$ cat src/rtl/bitstream_decode_array.sv
// Stochastic-to-binary decoder array: counts ones per lane over 2^RWID enabled cycles.
// Optional macro BIPOLAR_EN selects bipolar (2*count - 2^RWID) output mapping.
module bitstream_decode_array #(
  parameter int RWID = 8,
  parameter int BDIM = 2,
  parameter int SDIM = 8
) (
  input  logic                 clk,
  input  logic                 rst_n,
  input  logic                 enable,
  input  logic                 clear,
  input  logic [BDIM*SDIM-1:0] bsIn,
  output logic [RWID:0]        binOut [BDIM*SDIM-1:0],
  output logic                 outValid,
  input  logic                 outReady,
  output logic                 overrun
);

  localparam int LANES = BDIM * SDIM;

  typedef enum logic [1:0] {IDLE, ACC, HOLD} state_t;

  state_t          state;
  logic [RWID-1:0] win_cnt;
  logic [RWID:0]   acc [LANES-1:0];
  logic            acc_en;
  logic            win_end;
  logic            accept;

  assign acc_en  = enable & ~clear;
  assign win_end = acc_en & (win_cnt == {RWID{1'b1}});
  assign accept  = outValid & outReady;

  // Bipolar +2^RWID does not fit RWID+1 signed bits, so it clamps to the largest positive code.
  function automatic logic [RWID:0] map_count(input logic [RWID:0] cnt);
`ifdef BIPOLAR_EN
    logic signed [RWID+2:0] bip;
    bip = $signed({1'b0, cnt, 1'b0}) - $signed({3'b001, {RWID{1'b0}}});
    if (bip > $signed({3'b000, {RWID{1'b1}}}))
      return {1'b0, {RWID{1'b1}}};
    return bip[RWID:0];
`else
    return cnt;
`endif
  endfunction

  always_ff @(posedge clk or negedge rst_n) begin
    if (!rst_n) begin
      state    <= IDLE;
      win_cnt  <= '0;
      outValid <= 1'b0;
      overrun  <= 1'b0;
      for (int i = 0; i < LANES; i++) begin
        acc[i]    <= '0;
        binOut[i] <= '0;
      end
    end else begin
      // Window accumulation: clear restarts the window and discards this cycle's bits
      if (clear) begin
        state   <= IDLE;
        win_cnt <= '0;
        for (int i = 0; i < LANES; i++) acc[i] <= '0;
      end else begin
        case (state)
          IDLE:    if (enable)  state <= ACC;
          ACC:     if (!enable) state <= HOLD;
          HOLD:    if (enable)  state <= ACC;
          default: state <= IDLE;
        endcase
        if (enable) begin
          win_cnt <= win_cnt + RWID'(1);
          for (int i = 0; i < LANES; i++)
            acc[i] <= win_end ? '0 : acc[i] + {{RWID{1'b0}}, bsIn[i]};
        end
      end

      // Output handshake: the final bit of the window is folded in on the same edge
      if (win_end) begin
        for (int i = 0; i < LANES; i++)
          binOut[i] <= map_count(acc[i] + {{RWID{1'b0}}, bsIn[i]});
        outValid <= 1'b1;
        if (outValid && !outReady) overrun <= 1'b1;
      end else if (accept) begin
        outValid <= 1'b0;
      end
    end
  end

endmodule

$ cat config.mk
export PLATFORM = sky130hd
export DESIGN_NAME = bitstream_decode_array
export DESIGN_NICKNAME = d
export VERILOG_FILES = /design/src/rtl/bitstream_decode_array.sv
export SDC_FILE = /design/constraint.sdc
export NUM_CORES = 1
export LEC_CHECK = 0
export CORE_UTILIZATION = 60
export CTS_CLUSTER_SIZE = 24
export DETAILED_ROUTE_END_ITERATION = 10
export HOLD_SLACK_MARGIN = 0.02
export PLACE_DENSITY_LB_ADDON = 0.25
export SLEW_MARGIN = 20
export SYNTH_ARGS = -nofsm -noshare
export SYNTH_HDL_FRONTEND = slang
export SYNTH_SLANG_ARGS = --single-unit
$ cat constraint.sdc
create_clock -name clk -period 3 [get_ports clk]
set_input_delay 0.3 -clock clk [delete_from_list [all_inputs] [get_ports clk]]
set_output_delay 0.3 -clock clk [all_outputs]
set_load 0.005 [all_outputs]
---- Yosys cells after proc, flatten, opt, wreduce, memory -nomap -nowiden ----
Cells that the tools add are included.
storage, ports and cells
  logic and storage cells ................. 84
  bits in registers ....................... 298
  input bits .............................. 21
cells by class
  multiplexer cells ....................... 22
  equal/unequal tests ..................... 1
  bitwise logic cells ..................... 4
  $add $sub $neg .......................... 17
  reductions and logical operators ........ 5
operators with widths
  cell                   count
  $mux W144              2
  $add A9 B1 Y9          16
  $mux W9                16
  $mux W8                2
  $add A8 B1 Y8 const B  1
  $eq A8 B8 Y1 const B   1
  $reduce_bool A2 Y1     2
  $and A1 B1 Y1          3
  $mux W1                2
  $reduce_and A2 Y1      1
  $logic_and A1 B1 Y1    1
  $logic_not A1 Y1       1
  $not A1 Y1             1

---- Logic depth before layout (Yosys ltp) ----
Gate-level depths: netlist of run 1.
  depth in word-level cells ............... 6
  gate-level depth with buffers ........... 8
  gate-level depth less buffers ........... 6

---- Worst setup path before layout of run 1 ----
OpenSTA, ideal clock, no wires.
  path type ............................... register -> register
  start point ............................. reg win_cnt[0]
  end point ............................... reg binOut[0] (netlist bit)
  clock period less this slack ............ 1.694 ns
  path slack .............................. 1.306 ns
  arrival ................................. 1.569 ns
  setup time .............................. 0.125 ns
  stages on the path, launching flop included .. 7
  cell sequence ........................... dfrtp_1 ha_1 and3_1 nand4_4 buf_6 buf_6 mux2_4
on the way
  word-level cells in the longest chain between the ends .. 2
RTL lines
  element                          line  RTL
  from (decl)                      24    logic [RWID-1:0] win_cnt;
  from (signal assigned)           71    win_cnt <= win_cnt + RWID'(1);
  $eq A8 B8 Y1                     31    assign win_end = acc_en & (win_cnt == {RWID{1'b1}});
  $and A1 B1 Y1                    31
  to (signal, indexed assignment)  80    binOut[i] <= map_count(acc[i] + {{RWID{1'b0}}, bsIn[i]});
  to (decl)                        13    output logic [RWID:0] binOut [BDIM*SDIM-1:0],
Every way passes these cells.
A chain may end at the register's enable or synchronous reset.

---- Final worst setup path of run 1 ----
  start point ............................. reg win_cnt[0]
  end point ............................... reg acc[96] (netlist bit)
on the way
  word-level cells in the longest chain between the ends .. 5
RTL lines
  element                          line  RTL
  $eq A8 B8 Y1                     31
  $and A1 B1 Y1                    31
  $mux W9                          73    acc[i] <= win_end ? '0 : acc[i] + {{RWID{1'b0}}, bsIn[i]};
  $mux W144                        70    if (enable) begin
  $mux W144                        59    if (clear) begin
  to (signal, indexed assignment)  73
  to (decl)                        25    logic [RWID:0] acc [LANES-1:0];
Every way passes these cells. The select of a mux whose other input is x is not followed.

==> out/results.txt, run 1 <==
hold_ws = 0.3456 ns
DR iter-0 viols = 656
Worst-Margin Slew = 0.6775 ns
most frequent cells in the layout = dfrtp_1 (298), clkdlybuf4s50_1 (165), nand2_1 (152)
leakage power total = 0.007597 µW
Max VDD drop = 0.0003920 V
Int Pwr = 6590 µW
YS warnings = 0
DR vias/cell = 5.801
main combinational cell family by area after synthesis = compound AO/OA/AOI/OAI gates
routability cong. = 0.7987
WL/cell = 16.87 µm
I/O pins = 167
Rows = 55
Worst setup SP type = flip-flop
Final Hold Viols = 0
Final Max Slew Viols = 0
Setup Total Neg Slack = 0 ns
slowest CP cell = buf_12
crit end category = flip-flop
post-synthesis mux area share = 0.04401
Tcrit/Tclk final = 0.7299
Area growth, synth to finish = 20.29%
sequential area share after synthesis = 0.5246
clock share of power = 0.462
compound-cell area share of the yosys netlist = 0.1580
Switching Share = 0.2219
number of global-route vias before repair = 10190
power density over the cells = 495.3 nW/µm²
most common cell after layout, fill and taps aside = dfrtp_1
root buffer cell = clkbuf_16
Rel. slew slack = 0.5484
CTS tree = done
Syn Inst Count = 1326
Synth Area in XOR/XNOR = 0.07332
Post-Syn Area = 14210 µm²
# port buffers = 166
simple logic cell fraction of the synthesized area = 0.1245
# clock sinks = 298
Hold Crit Class = in2async
CP Max Fanout = 130
Skew-Pair Late Insertion Delay = 0.54 ns
status = finished clean
Reg power frac = 0.489
nets = 1519
largest net degree at the start of global routing = 131
Synth Area per Inst = 10.72 µm²
fraction of layout instances using a drive strength above 1 = 0.08457
post-synth cell types = 42
Clock Path Buffers = 3
routed wire length = 30220 µm
TritonCTS buffer count = 31
Final Skew = 0.006678 ns
drt first pass iters = 5
antenna violation net count after detailed routing = 0
gr ovfl total = 0
Post-Syn Nets = 1391
Worst Path Arrival = 2.64 ns
DRC Markers = 0
reg2reg setup slack = 0.81 ns
die area = 24310 µm²
Clock transition at path regs = 0.06 ns
fin crit period = 2.190 ns
fmax = 456.7 MHz
dpl hpwl = 19750 µm
unrepaired setup endpoints after global routing = no
Comb pwr share = 0.049
gr usage total = 0.2555
Yosys reg bits = 298
net switching power = 1879 µW
WP data required = 3.45 ns
Ant. Diodes = 0
# Max-Cap Violations = 0
Initial Utilization = 0.6203
CP Cell Sequence = ha_1 > and3_1 > a21boi_4 > buf_12 > o21ai_0 > a31oi_1
Largest stage delay, worst path = 0.42 ns
DR vias = 10390
Core Box Area = 22920 µm²
final setup violation count = 0
# fillers = 1638
H-tree depth = 1
critical path class = reg2reg
first-pass GRT wire length = 50580 µm
adder-cell share of the synthesized area = 0.03873
initial antenna violation count = 0
height of the die = 155.9 µm
Chip Width = 155.9 µm
[Yosys cell counts (all sizes together)]
cell      n  area share
a21boi    2      0.0021
a21o      2      0.0011
a21oi    74       0.026
a22o     44       0.027
a311oi    1     0.00062
a31o      2      0.0012
a31oi    85       0.037
a41oi    19       0.012
and2b     1     0.00053
and3     54       0.024
and4      2      0.0014
and4b     1     0.00070
buf      47       0.024
clkbuf   47       0.012
dfrtp   298        0.52
ha       44       0.039
inv       2     0.00053
mux2     41       0.043
mux2i     1     0.00070
nand2   152       0.040
nand2b   43       0.019
nand3    39       0.014
nand4    18      0.0090
nor2     31      0.0082
nor2b     3      0.0013
nor3      3      0.0011
nor3b     7      0.0037
nor4bb    1     0.00070
o211ai    7      0.0037
o21ai   132       0.046
o21bai    1     0.00053
or2       1     0.00044
or3       2     0.00088
xnor2    89       0.055
xor2     30       0.018
[worst max-delay path, delay by kind of cell, from the launching register on]
kind | cells | cell delay [ns]
compound gates | 3 | 0.70
flops | 1 | 0.41
fa+ha+maj | 1 | 0.25
buf+inv | 1 | 0.42
simple gates | 1 | 0.25
[flip-flops by register name, indices dropped and copies added, names as in the netlist]
signal and flops:
acc 144, binOut 144, outValid 1, overrun 1, win_cnt 8
[logic make-up (layout without fill, tap and decap cells)]
kind of cell             count (synthesis)  count (layout)
buffers and inverters                   96             248
adder cells (fa/ha/maj)                 44              44
multiplexers                            42              42
AND/OR/NAND/NOR                        358             358
XOR/XNOR                               119             119
AO/OA/AOI/OAI                          369             369
flip-flops                             298             298
[power by group through the flow]
| stage | Clock, µW | Sequential (µW) | Combinational [µW] |
|---|---|---|---|
| 2_1_floorplan | 0 | 4190 | 241 |
| 5_1_grt | 4140 | 4150 | 473 |
| 3_3_place_gp | 0 | 4210 | 408 |
| 6_report | 3910 | 4140 | 418 |
| 3_5_place_dp | 0 | 4210 | 421 |
| 4_1_cts | 3970 | 4140 | 425 |
[per-layer routing]
| layer | track usage | part of all wire | up-vias |
|---|---|---|---|
| met3 | 0.03083 | 0.050 | 51 |
| met1 | 0.3563 | 0.44 | 5073 |
| met5 | 0 | 0 | - |
| li1 | - | - | 4997 |
| met2 | 0.4264 | 0.49 | 269 |
| met4 | 0.06536 | 0.020 | 0 |
[area by class of cell]
cell class	count	area (µm²)	share of cell area
inverters	2	7.507	0.0004390
multi-input cells	932	6243	0.3651
well taps	313	391.6	0.02290
clock inverters	13	142.6	0.008342
repair buffers	189	1942	0.1136
clock buffers	44	914.6	0.05349
flip-flops and latches	298	7457	0.4361
[repair_timing]
action	4_1_cts	5_1_grt
hold buffers	1	0
hold endpoints to repair	78	0
setup buffers	0	0
setup endpoints to repair	0	0
gates resized for setup	0	0
[through the flow]
step           setup slack, ns  total power (µW)  cells  utilization  area (µm²)
2_1_floorplan            1.306              4429   1326            -       14210
3_3_place_gp            0.6173              4613   1733       0.6996       16030
3_5_place_dp            0.5616              4630   1733       0.6996       16030
4_1_cts                 0.8448              8534   1791       0.7462       17100
5_1_grt                 0.6917              8758   1791       0.7462       17100
6_report                0.8103              8469   1791       0.7462       17100
[final timing paths]
| kind | cells after the start | startpoint | to |
|---|---|---|---|
| min in group clk | 3 | outReady | outValid |
| min | 2 | rst_n | binOut[102] |
| max reg2reg | 6 | win_cnt[0] | acc[96] |
| min reg2reg | 1 | overrun | overrun |
| max in group asynchronous | 3 | rst_n | acc[42] |
| max | 6 | win_cnt[0] | acc[96] |
(Power assumes the default switching activity.)
==> run 2: changes to the inputs <==
--- a/config.mk
+++ b/config.mk
@@ -5,7 +5,7 @@
 export SDC_FILE = /design/constraint.sdc
 export NUM_CORES = 1
 export LEC_CHECK = 0
-export CORE_UTILIZATION = 60
+export CORE_UTILIZATION = 56
 export CTS_CLUSTER_SIZE = 24
 export DETAILED_ROUTE_END_ITERATION = 10
 export HOLD_SLACK_MARGIN = 0.02
==> constraint.sdc (replaced) <==
create_clock -name clk -period 2.3 [get_ports clk]
set_input_delay 0.23 -clock clk [delete_from_list [all_inputs] [get_ports clk]]
set_output_delay 0.23 -clock clk [all_outputs]
set_load 0.005 [all_outputs]
==> run 2 against run 1 <==
  * Count of clock-buffer cells in the layout down 2
  * Sequential cell count unchanged
  * Critical endpoint is now acc[71]
  * Clock power up 32%
  * Worst setup slack worse by 0.52 ns
  * Sequential share of layout area down 0.70 points
  * Highest routed layer unchanged
  * First-iteration DRC count up 2.9%
==> out/results.txt, run 2 (synthesized netlist as in run 1, its figures left out) <==
status = finished clean (unchanged)
slowest CP cell = dfrtp_1 (was buf_12)
Setup Total Neg Slack = 0 ns (unchanged)
DR iter-0 viols = 675 (was 656)
root buffer cell = clkbuf_16 (unchanged)
Comb pwr share = 0.052 (was 0.049)
height of the die = 161.3 µm (was 155.9 µm)
Placement Cell Area = 16300 µm² (was 16030 µm²)
power density over the cells = 641.5 nW/µm² (was 495.3 nW/µm²)
first-pass GRT wire length = 51980 µm (was 50580 µm)
Clock Path Buffers = 3 (unchanged)
Clock transition at path regs = 0.06 ns (about the same)
initial antenna violation count = 0 (unchanged)
clock share of power = 0.463 (was 0.462)
Final Max Slew Viols = 0 (unchanged)
CTS tree = done (unchanged)
gr ovfl total = 0 (unchanged)
final core occ = 0.7062 (was 0.7462)
die area = 26020 µm² (was 24310 µm²)
area of the multi-input gates = 6243 µm² (unchanged)
antenna violation net count after detailed routing = 0 (unchanged)
largest registers = acc x144, binOut x144, win_cnt x8 (unchanged)
Reg power frac = 0.484 (was 0.489)
Int Pwr = 8692 µW (was 6590 µW)
# Max-Cap Violations = 0 (unchanged)
unrepaired setup endpoints after global routing = no (unchanged)
Chip Width = 161.3 µm (was 155.9 µm)
DR vias = 10570 (was 10390)
most frequent cells in the layout = dfrtp_1 (298), clkdlybuf4s50_1 (165), nand2_1 (152) (unchanged)
CP Max Fanout = 37 (was 130)
Worst setup SP type = flip-flop (unchanged)
Skew-Pair Late Insertion Delay = 0.54 ns (about the same)
Initial Utilization = 0.5777 (was 0.6203)
Tcrit/Tclk final = 0.8730 (was 0.7299)
CP top delay family = compound AO/OA/AOI/OAI gates (unchanged)
fin crit period = 2.008 ns (was 2.190 ns)
leakage power total = 0.007729 µW (was 0.007597 µW)
WP buf/inv = 2 (was 1)
dpl hpwl = 20690 µm (was 19750 µm)
DR vias/cell = 5.815 (was 5.801)
most used cell, CP = buf_12
Ant. Diodes = 0 (unchanged)
Max VDD drop = 0.0004716 V (was 0.0003920 V)
Hold Crit Class = in2async (unchanged)
routability cong. = 0.8303 (was 0.7987)
Worst-Margin Slew = 0.5629 ns (was 0.6775 ns)
reg2reg setup slack = 0.29 ns (was 0.81 ns)
fraction of layout instances using a drive strength above 1 = 0.09444 (was 0.08457)
# port buffers = 166 (unchanged)
nets = 1535 (was 1519)
drt first pass iters = 5 (unchanged)
H-tree depth = 1 (unchanged)
final setup violation count = 0 (unchanged)
routed wire length = 30940 µm (was 30220 µm)
fin area = 17380 µm² (was 17100 µm²)
TritonCTS buffer count = 30 (was 31)
Core Box Area = 24600 µm² (was 22920 µm²)
Post CTS Setup Buffer Count = 0 (unchanged)
Reg area = 7457 µm² (unchanged)
Rel. slew slack = 0.6225 (was 0.5484)
Largest stage delay, worst path = 0.40 ns (was 0.42 ns)
Worst Path Arrival = 2.47 ns (was 2.64 ns)
DRC Markers = 0 (unchanged)
I/O pins = 167 (unchanged)
WP data required = 2.76 ns (was 3.45 ns)
crit end category = flip-flop (unchanged)
Final Skew = 0.01226 ns (was 0.006678 ns)
number of global-route vias before repair = 10370 (was 10190)
Rows = 57 (was 55)
Switching Share = 0.2202 (was 0.2219)
depth of the worst register-to-register path = 7 (was 6)
reg2reg end = acc[71] (was acc[96])
RR Startpoint = win_cnt[0] (unchanged)
# fillers = 1788 (was 1638)
Final Hold Viols = 0 (unchanged)
Area growth, synth to finish = 22.24% (was 20.29%)
largest net degree at the start of global routing = 68 (was 131)
critical path class = reg2reg (unchanged)
most common cell after layout, fill and taps aside = dfrtp_1 (unchanged)
gr usage total = 0.2438 (was 0.2555)
fmax = 498.0 MHz (was 456.7 MHz)
CP Cell Sequence = ha_1 > and3_1 > a21boi_4 > buf_12 > buf_12 > o21ai_0 > a31oi_1 (was ha_1 > and3_1 > a21boi_4 > buf_12 > o21ai_0 > a31oi_1)
WL/cell = 17.03 µm (was 16.87 µm)
# clock sinks = 298 (unchanged)
net switching power = 2455 µW (was 1879 µW)
run 2: worst max path at each step:
stage / slack [ns] / from / cells past startpoint / end
floorplan: 0.61 / win_cnt[0] / 6 / binOut[0]
global placement: 0.20 / bsIn[3] / 7 / binOut[33]
detailed placement: 0.18 / bsIn[3] / 7 / binOut[33]
CTS: 0.31 / win_cnt[0] / 7 / acc[71]
global route: 0.15 / win_cnt[0] / 7 / acc[71]
finish: 0.29 / win_cnt[0] / 7 / acc[71]
run 2: worst reg2reg max path, delay by kind of cell, from the launching register on:
| family | cells | cell delay [ns] |
|---|---|---|
| simple gates | 1 | 0.24 |
| buf+inv | 2 | 0.47 |
| flops | 1 | 0.40 |
| compound gates | 3 | 0.58 |
| fa+ha+maj | 1 | 0.24 |
run 2: timing repair:
action                    4_1_cts  5_1_grt
hold buffers                    1        0
gates resized for setup         0        0
hold endpoints to repair       59        0
run 2: final cells by class:
cell class                 count  share of cell area
sequential                   298              0.4291
multi-input combinational    932              0.3593
timing repair buffer         206              0.1263
clock buffer                  42             0.05163
tap                          324             0.02333
clock inverter                13            0.009865
inverter                       2           0.0004320
run 2: metrics by stage:
stage	std cells	hold WS (ns)	total power, µW	worst slack (ns)
2_1_floorplan	1326	-0.06559	5777	0.6055
3_3_place_gp	1761	0.2234	6059	0.2040
3_5_place_dp	1761	0.2165	6082	0.1846
4_1_cts	1817	0.2484	11240	0.3107
5_1_grt	1817	0.2626	11550	0.1492
6_report	1817	0.2310	11150	0.2921
run 2: power groups by stage:
stage | clock (µW) | sequential, µW | combinational, µW
5_1_grt | 5490 | 5410 | 657
3_5_place_dp | 0 | 5490 | 589
2_1_floorplan | 0 | 5460 | 315
6_report | 5160 | 5400 | 584
4_1_cts | 5240 | 5400 | 595
3_3_place_gp | 0 | 5490 | 572
run 2: per-layer routing:
| metal | global-route usage | vias up | wire length, µm |
|---|---|---|---|
| li1 | - | 5038 | - |
| met1 | 0.3358 | 5242 | 13900 |
| met2 | 0.4105 | 246 | 15170 |
| met3 | 0.03467 | 39 | 1349 |
| met4 | 0.05575 | 0 | 516 |
| met5 | 0 | - | 0 |
==> run 3: changes to the inputs <==
--- a/config.mk
+++ b/config.mk
@@ -6,6 +6,7 @@
 export NUM_CORES = 1
 export LEC_CHECK = 0
 export CORE_UTILIZATION = 56
+export CTS_CLUSTER_DIAMETER = 60
 export CTS_CLUSTER_SIZE = 24
 export DETAILED_ROUTE_END_ITERATION = 10
 export HOLD_SLACK_MARGIN = 0.02
@@ -14,3 +15,4 @@
 export SYNTH_ARGS = -nofsm -noshare
 export SYNTH_HDL_FRONTEND = slang
 export SYNTH_SLANG_ARGS = --single-unit
+export TNS_END_PERCENT = 30
==> run 3 against run 2 <==
  * Maximum frequency up 1.2%
  * Via count fell by 1.1%
  * First-iteration DRC count decreased by 3.1%
  * Final area fell by 0.99%
  * Final cell count shrank 0.61%
  * Combinational power hardly changed
  * Hold slack gained 0.0020 ns
  * Power fell by 6.1%
  * Die area is the same
  * Sequential power hardly changed
  * Register-to-register slack better by 0.02 ns
  * Clock power fell by 13%
  * Critical endpoint is now acc[67]
  * Largest cell class unchanged
==> out/results.txt, run 3 (synthesized netlist as in run 1, its figures left out) <==
status = finished clean (unchanged)
height of the die = 161.3 µm (unchanged)
Worst setup SP type = flip-flop (unchanged)
crit end category = flip-flop (unchanged)
antenna violation net count after detailed routing = 0 (unchanged)
WL/cell = 17.02 µm (was 17.03 µm)
routed wire length = 30730 µm (was 30940 µm)
most common cell after layout, fill and taps aside = dfrtp_1 (unchanged)
Tcrit/Tclk final = 0.8623 (was 0.8730)
DR iter-0 viols = 654 (was 675)
TritonCTS buffer count = 24 (was 30)
Max VDD drop = 0.0005128 V (was 0.0004716 V)
CTS tree = done (unchanged)
gr ovfl total = 0 (unchanged)
Final Skew = 0.01905 ns (was 0.01226 ns)
Hold Crit Class = in2async (unchanged)
largest net degree at the start of global routing = 68 (unchanged)
Worst Path Arrival = 2.44 ns (was 2.47 ns)
initial antenna violation count = 0 (unchanged)
Reg area = 7457 µm² (unchanged)
Rel. slew slack = 0.6418 (was 0.6225)
Post CTS Setup Buffer Count = 0 (unchanged)
reg2reg end = acc[67] (was acc[71])
H-tree depth = 1 (unchanged)
power density over the cells = 608.4 nW/µm² (was 641.5 nW/µm²)
unrepaired setup endpoints after global routing = no (unchanged)
Chip Width = 161.3 µm (unchanged)
fraction of layout instances using a drive strength above 1 = 0.08974 (was 0.09444)
DRC Markers = 0 (unchanged)
Area growth, synth to finish = 21.04% (was 22.24%)
Rows = 57 (unchanged)
die area = 26020 µm² (unchanged)
routability cong. = 0.8303 (unchanged)
CP Max Fanout = 37 (unchanged)
depth of the worst register-to-register path = 7 (unchanged)
fmax = 504.2 MHz (was 498.0 MHz)
final setup violation count = 0 (unchanged)
I/O pins = 167 (unchanged)
# port buffers = 166 (unchanged)
most frequent cells in the layout = dfrtp_1 (298), clkdlybuf4s50_1 (165), nand2_1 (152) (unchanged)
Setup Total Neg Slack = 0 ns (unchanged)
Clock transition at path regs = 0.09 ns (was 0.06 ns)
Ant. Diodes = 0 (unchanged)
drt first pass iters = 4 (was 5)
first-pass GRT wire length = 51660 µm (was 51980 µm)
Core Box Area = 24600 µm² (unchanged)
Worst-Margin Slew = 0.5342 ns (was 0.5629 ns)
# Max-Cap Violations = 0 (unchanged)
RR Startpoint = win_cnt[0] (unchanged)
leakage power total = 0.007623 µW (was 0.007729 µW)
# fillers = 1797 (was 1788)
DR vias/cell = 5.786 (was 5.815)
post-cts resize count = 0 (unchanged)
gr usage total = 0.2430 (was 0.2438)
dpl hpwl = 20690 µm (unchanged)
WP data required = 2.76 ns (about the same)
largest registers = acc x144, binOut x144, win_cnt x8 (unchanged)
DR vias = 10450 (was 10570)
Final Hold Viols = 0 (unchanged)
number of global-route vias before repair = 10210 (was 10370)
nets = 1529 (was 1535)
Initial Utilization = 0.5777 (unchanged)
fin crit period = 1.983 ns (was 2.008 ns)
crit path launch = win_cnt[0] (unchanged)
# clock sinks = 298 (unchanged)
Final Max Slew Viols = 0 (unchanged)
Overall Power = 10470 µW (was 11150 µW)
Clock Path Buffers = 3 (unchanged)
root buffer cell = clkbuf_16 (unchanged)
area of the multi-input gates = 6243 µm² (unchanged)
critical path class = reg2reg (unchanged)
reg2reg setup slack = 0.32 ns (was 0.29 ns)
Skew-Pair Late Insertion Delay = 0.54 ns (about the same)
==> run 3: per-stage QoR <==
step / hold slack (ns) / cells / instance area [µm²] / setup slack (ns) / util
after floorplan: -0.06559 / 1326 / 14210 / 0.6055 / -
after global placement: 0.2234 / 1761 / 16300 / 0.2040 / 0.6624
after detailed placement: 0.2165 / 1761 / 16300 / 0.1846 / 0.6624
after CTS: 0.2497 / 1806 / 17210 / 0.3086 / 0.6993
after global routing: 0.2642 / 1806 / 17210 / 0.1516 / 0.6993
final: 0.2330 / 1806 / 17210 / 0.3166 / 0.6993
==> run 3: final cells by class <==
type                       count  area share
multi-input combinational    932      0.3629
clock buffer                  26     0.03716
timing repair buffer         206      0.1276
tap                          324     0.02356
inverter                       2   0.0004363
sequential                   298      0.4334
clock inverter                18     0.01498
==> run 3: critical path, stage by stage (launching register included) <==
cell and delay [ns]:
dfrtp_1 0.41, ha_1 0.24, and3_1 0.24, a21boi_4 0.24
buf_12 0.23, buf_12 0.22, a41oi_1 0.14, a31oi_1 0.17
==> run 3: what timing repair did <==
action / in CTS / in global routing
hold endpoints to repair: 59 / 0
endpoints found under the setup margin: 0 / 0
hold buffers: 1 / 0
==> run 3: worst max-delay path by stage <==
stage | endpoint | cells past startpoint
3_5_place_dp | binOut[33] | 7
4_1_cts | binOut[127] | 6
3_3_place_gp | binOut[33] | 7
2_1_floorplan | binOut[0] | 6
6_report | acc[67] | 7
5_1_grt | acc[80] | 7
==> run 3: per-layer routing <==
layer | vias up | global-route usage | routed length (µm)
met4 | 0 | 0.05146 | 424
met3 | 34 | 0.03133 | 1293
met5 | - | 0 | 0
met1 | 5166 | 0.3373 | 13870
met2 | 219 | 0.4105 | 15140
li1 | 5030 | - | -
==> run 3: power by group <==
part,switching (µW),total (µW),internal [µW]
logic,356,582,226
registers,89.9,5390,5300
clock network,2200,4490,2290
total,2650,10500,7820
